### config.mk
export PLATFORM = sky130hd
export DESIGN_NAME = store_data_packer
export DESIGN_NICKNAME = d
export VERILOG_FILES = /design/src/rtl/store_data_packer_pkg.sv /design/src/rtl/store_data_packer_lane_pack.sv /design/src/rtl/store_data_packer.sv
export SDC_FILE = /design/constraint.sdc
export NUM_CORES = 1
export LEC_CHECK = 0
export CELL_PAD_IN_SITES_DETAIL_PLACEMENT = 0
export CELL_PAD_IN_SITES_GLOBAL_PLACEMENT = 1
export CORE_ASPECT_RATIO = 0.5
export CORE_MARGIN = 1
export CORE_UTILIZATION = 30
export CTS_CLUSTER_DIAMETER = 200
export DETAILED_ROUTE_END_ITERATION = 8
export HOLD_SLACK_MARGIN = 0.02
export PLACE_DENSITY = 0.88
export SETUP_SLACK_MARGIN = 0.5
export SLEW_MARGIN = 10
export SYNTH_ARGS = -nofsm -noshare
export SYNTH_HDL_FRONTEND = slang
export SYNTH_SLANG_ARGS = --single-unit
### constraint.sdc
create_clock -name clk -period 5.03 [get_ports clk]
set_input_delay 1.006 -clock clk [delete_from_list [all_inputs] [get_ports clk]]
set_output_delay 1.006 -clock clk [all_outputs]
set_load 0.02 [all_outputs]
### src/rtl/store_data_packer_pkg.sv
// Shared definitions for the MEM-stage store path: op codes, transfer sizes,
// FSM state encoding and the base byte-strobe pattern per op.
package store_data_packer_pkg;

   typedef enum logic [1:0] {
      ST_SB  = 2'b00,
      ST_SH  = 2'b01,
      ST_SW  = 2'b10,
      ST_RSV = 2'b11
   } st_op_e;

   typedef enum logic [1:0] {
      SIZE_B = 2'd0,
      SIZE_H = 2'd1,
      SIZE_W = 2'd2
   } size_e;

   typedef enum logic [1:0] {
      S_IDLE = 2'd0,
      S_REQ  = 2'd1,
      S_WAIT = 2'd2
   } fsm_state_e;

   // Strobe pattern for a store that starts on lane 0; shifted by the byte offset later.
   function automatic logic [3:0] strb_base(input logic [1:0] op);
      case (op)
         ST_SB:   strb_base = 4'b0001;
         ST_SH:   strb_base = 4'b0011;
         ST_SW:   strb_base = 4'b1111;
         default: strb_base = 4'b0000;
      endcase
   endfunction

endpackage

### src/rtl/store_data_packer_lane_pack.sv
// Combinational lane packer: replicates the GPR value across byte lanes and
// derives strobes, transfer size and the misalignment flag from op + addr[1:0].
module store_lane_pack
   import store_data_packer_pkg::*;
#(
   parameter int ALIGN_CHECK = 1
) (
   input  logic [1:0]  op,
   input  logic [1:0]  addr_lo,
   input  logic [31:0] data,
   output logic [31:0] wdata,
   output logic [3:0]  wstrb,
   output logic [1:0]  size,
   output logic [1:0]  addr_lo_eff,
   output logic        misaligned,
   output logic        op_ok
);

   logic raw_misaligned;

   always_comb begin
      op_ok          = (op != ST_RSV);
      size           = SIZE_B;
      raw_misaligned = 1'b0;
      addr_lo_eff    = addr_lo;
      case (op)
         ST_SH: begin
            size           = SIZE_H;
            raw_misaligned = addr_lo[0];
            if (ALIGN_CHECK == 0) addr_lo_eff = {addr_lo[1], 1'b0};
         end
         ST_SW: begin
            size           = SIZE_W;
            raw_misaligned = |addr_lo;
            if (ALIGN_CHECK == 0) addr_lo_eff = 2'b00;
         end
         default: ;
      endcase
      misaligned = (ALIGN_CHECK != 0) && raw_misaligned;
      wstrb      = strb_base(op) << addr_lo_eff;
   end

   // Each lane picks its source byte: SB always byte 0, SH alternates bytes 0/1.
   genvar gi;
   generate
      for (gi = 0; gi < 4; gi++) begin : g_lane
         assign wdata[8*gi +: 8] = (op == ST_SB) ? data[7:0] :
                                   (op == ST_SH) ? data[8*(gi%2) +: 8] :
                                                   data[8*gi +: 8];
      end
   endgenerate

endmodule

### src/rtl/store_data_packer.sv
// MEM-stage store engine: packs store data, drives the req/addr_ok/data_ok
// write handshake, stalls the pipeline until completion and flags AdES.
module store_data_packer
   import store_data_packer_pkg::*;
#(
   parameter int ADDR_W      = 32,
   parameter int ALIGN_CHECK = 1
) (
   input  logic              clk,
   input  logic              resetn,
   input  logic              st_valid,
   input  logic [1:0]        st_op,
   input  logic [ADDR_W-1:0] st_addr,
   input  logic [31:0]       st_data,
   input  logic              flush,
   output logic              st_stall,
   output logic              st_done,
   output logic              st_ades,
   output logic [ADDR_W-1:0] st_badvaddr,
   output logic              data_req,
   output logic              data_wr,
   output logic [1:0]        data_size,
   output logic [ADDR_W-1:0] data_addr,
   output logic [31:0]       data_wdata,
   output logic [3:0]        data_wstrb,
   input  logic              data_addr_ok,
   input  logic              data_data_ok
);

   logic [31:0] pack_wdata;
   logic [3:0]  pack_wstrb;
   logic [1:0]  pack_size;
   logic [1:0]  pack_addr_lo;
   logic        pack_misaligned;
   logic        pack_op_ok;

   store_lane_pack #(.ALIGN_CHECK(ALIGN_CHECK)) u_lane_pack (
      .op          (st_op),
      .addr_lo     (st_addr[1:0]),
      .data        (st_data),
      .wdata       (pack_wdata),
      .wstrb       (pack_wstrb),
      .size        (pack_size),
      .addr_lo_eff (pack_addr_lo),
      .misaligned  (pack_misaligned),
      .op_ok       (pack_op_ok)
   );

   fsm_state_e        state_reg;
   logic              data_req_reg;
   logic              st_done_reg;
   logic              complete_reg;
   logic              flushed_reg;
   logic [ADDR_W-1:0] addr_reg;
   logic [1:0]        size_reg;
   logic [31:0]       wdata_reg;
   logic [3:0]        wstrb_reg;
   logic              idle;
   logic              accept;

   assign idle = (state_reg == S_IDLE);

   // complete_reg blocks re-accepting the same store, which is still sitting in MEM
   // during the cycle stall drops.
   assign accept = st_valid & ~flush & idle & ~complete_reg & pack_op_ok & ~pack_misaligned;

   assign st_ades     = st_valid & ~flush & pack_misaligned & idle;
   assign st_badvaddr = st_ades ? st_addr : '0;
   assign st_stall    = accept | ~idle;
   assign st_done     = st_done_reg;

   assign data_req   = data_req_reg;
   assign data_wr    = data_req_reg;
   assign data_size  = size_reg;
   assign data_addr  = addr_reg;
   assign data_wdata = wdata_reg;
   assign data_wstrb = wstrb_reg;

   always_ff @(posedge clk or negedge resetn) begin
      if (!resetn) begin
         state_reg    <= S_IDLE;
         data_req_reg <= 1'b0;
         st_done_reg  <= 1'b0;
         complete_reg <= 1'b0;
         flushed_reg  <= 1'b0;
         addr_reg     <= '0;
         size_reg     <= '0;
         wdata_reg    <= '0;
         wstrb_reg    <= '0;
      end else begin
         st_done_reg  <= 1'b0;
         complete_reg <= 1'b0;
         case (state_reg)
            S_IDLE: begin
               if (accept) begin
                  state_reg    <= S_REQ;
                  data_req_reg <= 1'b1;
                  flushed_reg  <= 1'b0;
                  addr_reg     <= {st_addr[ADDR_W-1:2], pack_addr_lo};
                  size_reg     <= pack_size;
                  wdata_reg    <= pack_wdata;
                  wstrb_reg    <= pack_wstrb;
               end
            end
            S_REQ: begin
               // The request stays up until accepted even if a flush arrives.
               if (data_addr_ok && data_data_ok) begin
                  state_reg    <= S_IDLE;
                  data_req_reg <= 1'b0;
                  complete_reg <= 1'b1;
                  st_done_reg  <= ~(flushed_reg | flush);
                  flushed_reg  <= 1'b0;
               end else if (data_addr_ok) begin
                  state_reg    <= S_WAIT;
                  data_req_reg <= 1'b0;
                  flushed_reg  <= flushed_reg | flush;
               end else begin
                  flushed_reg  <= flushed_reg | flush;
               end
            end
            S_WAIT: begin
               if (data_data_ok) begin
                  state_reg    <= S_IDLE;
                  complete_reg <= 1'b1;
                  st_done_reg  <= ~(flushed_reg | flush);
                  flushed_reg  <= 1'b0;
               end else begin
                  flushed_reg  <= flushed_reg | flush;
               end
            end
            default: begin
               state_reg    <= S_IDLE;
               data_req_reg <= 1'b0;
            end
         endcase
      end
   end

`ifndef SYNTHESIS
   // data_ok with no accepted request outstanding is a slave protocol violation.
   always @(posedge clk) begin
      if (resetn) begin
         assert (!(data_data_ok && (idle || (state_reg == S_REQ && !data_addr_ok))))
            else $error("data_data_ok without an accepted request");
      end
   end
`endif

endmodule

==> run metrics <==
Cell Int Power 2.06 mW; synth unique cells 31; pre-CTS setup slack 0.481 ns; initial antenna violation count 0; total die area 0.0126 sq mm; power per cell area 542 mW/mm^2; Avg Inst Size Synth 11.3 sq um; status finished clean; cell area after layout 0.00591 sq mm; CP Class in -> out; Hold Vio Cnt, Final 0; GRT met1 Usage 19.6%; Fin Setup TNS 0 ns; Die Ht 79.9 um; met3 GRT Util 4.18%; Final WS setup 0.637 ns; CP Max Fanout 33; clk slew on worst S/H paths 0.06 ns; Slew HR 29.6%; vias per inst 4.50; CP arrival 3.39 ns; GR met2 Demand/Resource 30.1%; Worst setup EP type output pin; busiest grt layer met2; Iter 0 DRT Violations 135; Register Area 0.00190 sq mm; Site Rows 27; GRT overflow 0; sequential share of power 32.5%; I/O pin count 179; fillers 1023; worst hold path type reg -> reg; CTS Hold Bufs 0; P_leak 2.52 nW; TritonCTS clock tree done; # port buffers 178; Switching Share 35.5%; First-pass DRT Iterations 4; setup slack, reg-to-reg 2.32 ns; ys flop type dfrtp_1; Min Hold Slack 0.432 ns; pin count of the biggest net entering global routing 77; register area share after synthesis 52.3%; DRC Markers 0; Post-synth EDFFs 0; clock latency on the worst-skew pair 0.34 ns; H-Tree Level Count 3; GRT Total Usage 16.9%; Yosys top cell area share 52.3%; Wirelength per Cell 15.5 um; CTS Sinks 76; net switching power 1.14 mW; syn nets 403; clk_skew 0.00663 ns; mapped cell area 0.00364 sq mm; initial cell density of the core 32.0%; Startpoint Class input pin; post-synth top area cell dfrtp_1; Clock Path Buffers 2; Clock power frac 22.0%; fin crit period 4.39 ns; Area Growth Syn to Fin 62.3%; Synth area leaders dfrtp_1, mux2_1, mux2i_1; combinational group share of total power 45.5%; layout cells sized above 1 5.42%; maximum vdd drop 210 uV; most frequent cell after synthesis dfrtp_1; core box area 0.0114 sq mm; Peak Freq 0.228 GHz; Worst EP required 4.02 ns; Die W 158 um; Placer Congestion 0.800; top cells by count, synth dfrtp_1, mux2_1, nand2_1; ant diodes 0; Post-Route WL 10200 um; first-pass GRT wire length 15800 um; MaxCap Viol Count 0; overall power 3.20 mW; Yosys Warn Count 0; synthesized instance count 321; Worst Tran Pin Value 1.06 ns; period utilisation layout 87.3%; Finished Layout Cells 657; Post-Route Utilization 51.9%; placed inst area 0.00556 sq mm; nets@finish 575; footprint of the multi-input gates 0.00163 sq mm; Post-synth ARST share 100%; CTS root buf clkbuf_16; number of global-route vias before repair 2871; final number of max-transition violations 0; total CTS buffers 9; Antenna Violating Nets Remaining 0; RSZ-0062 raised after global routing false; vias post-DR 2954; Setup-failing EPs final 0; Post-DP HPWL 7550 um; Synth Register Bits 76; dpl cells 641
power groups by stage:
| stage | registers (mW) | logic, mW | clock network (mW) |
|---|---|---|---|
| final | 1.04 | 1.46 | 0.702 |
| after global routing | 1.09 | 1.55 | 0.755 |
| after CTS | 1.05 | 1.48 | 0.720 |
| after detailed placement | 1.05 | 1.47 | 0 |
| after global placement | 1.04 | 1.45 | 0 |
| after floorplan | 1.40 | 0.339 | 0 |
final cells by class:
type / instances / share of cell area, %
sequential: 76 / 32.2
timing repair buffer: 182 / 31.1
multi-input combinational: 219 / 27.5
clock buffer: 10 / 4.05
tap: 159 / 3.37
clock inverter: 6 / 1.48
inverter: 5 / 0.318
critical path: stages:
cell,delay [ns]
clkdlybuf4s50_1,0.55
inv_1,0.10
ha_1,0.39
nand3_2,0.16
a21oi_2,0.20
buf_8,0.20
and2_1,0.15
clkdlybuf4s50_1,0.61
path summary, 6_finish.rpt:
check	start	end	cells after the start
max in group asynchronous	resetn	data_addr[13]	1
min	flushed_reg	st_done	1
min reg2reg	flushed_reg	st_done	1
max reg2reg	state_reg[1]	data_addr[27]	6
max	st_op[0]	st_badvaddr[21]	8
min in group asynchronous	resetn	flushed_reg	1
layer usage:
metal  part of all wire, %  routed length [um]
met1                    42                4250
met2                    53                5390
met3                   3.4                 341
met4                   1.8                 181
met5                     0                   0
cells by family (layout without fill, tap and decap cells):
logic type | count (synthesis) | after routing | share of synthesized area [%]
compound gates | 51 | 51 | 8.39
fa+ha+maj | 10 | 10 | 3.44
buf+inv | 26 | 203 | 3.27
flops | 76 | 76 | 52.3
mux | 67 | 67 | 19.9
simple gates | 91 | 91 | 12.7
layout by cell type (no fill, tap or decap), types with 2 or more instances in the layout:
cell type        netlist  final
dlymetal6s2s_1         0      2
a21oi_1               12     11
o21ai_1                7      7
clkbuf_16              0      9
nor2b_1                3      3
and2_1                32     32
inv_1                  5      5
mux2i_1               24     24
nand3_1                3      2
clkdlybuf4s50_1        0    175
bufinv_16              0      2
ha_1                  10     10
o21ai_0               22     22
o31ai_1                2      2
nor2_1                14     14
mux2_2                 2      2
dfrtp_1               76     76
mux2_1                41     41
buf_4                  3      3
nand2_1               34     34
clkinvlp_4             0      3
timing repair:
action,4_1_cts,5_1_grt
endpoints found under the setup margin,10,32
buffers inserted,0,0
gates resized for setup,1,4
Power figures use the tool's default switching activity.
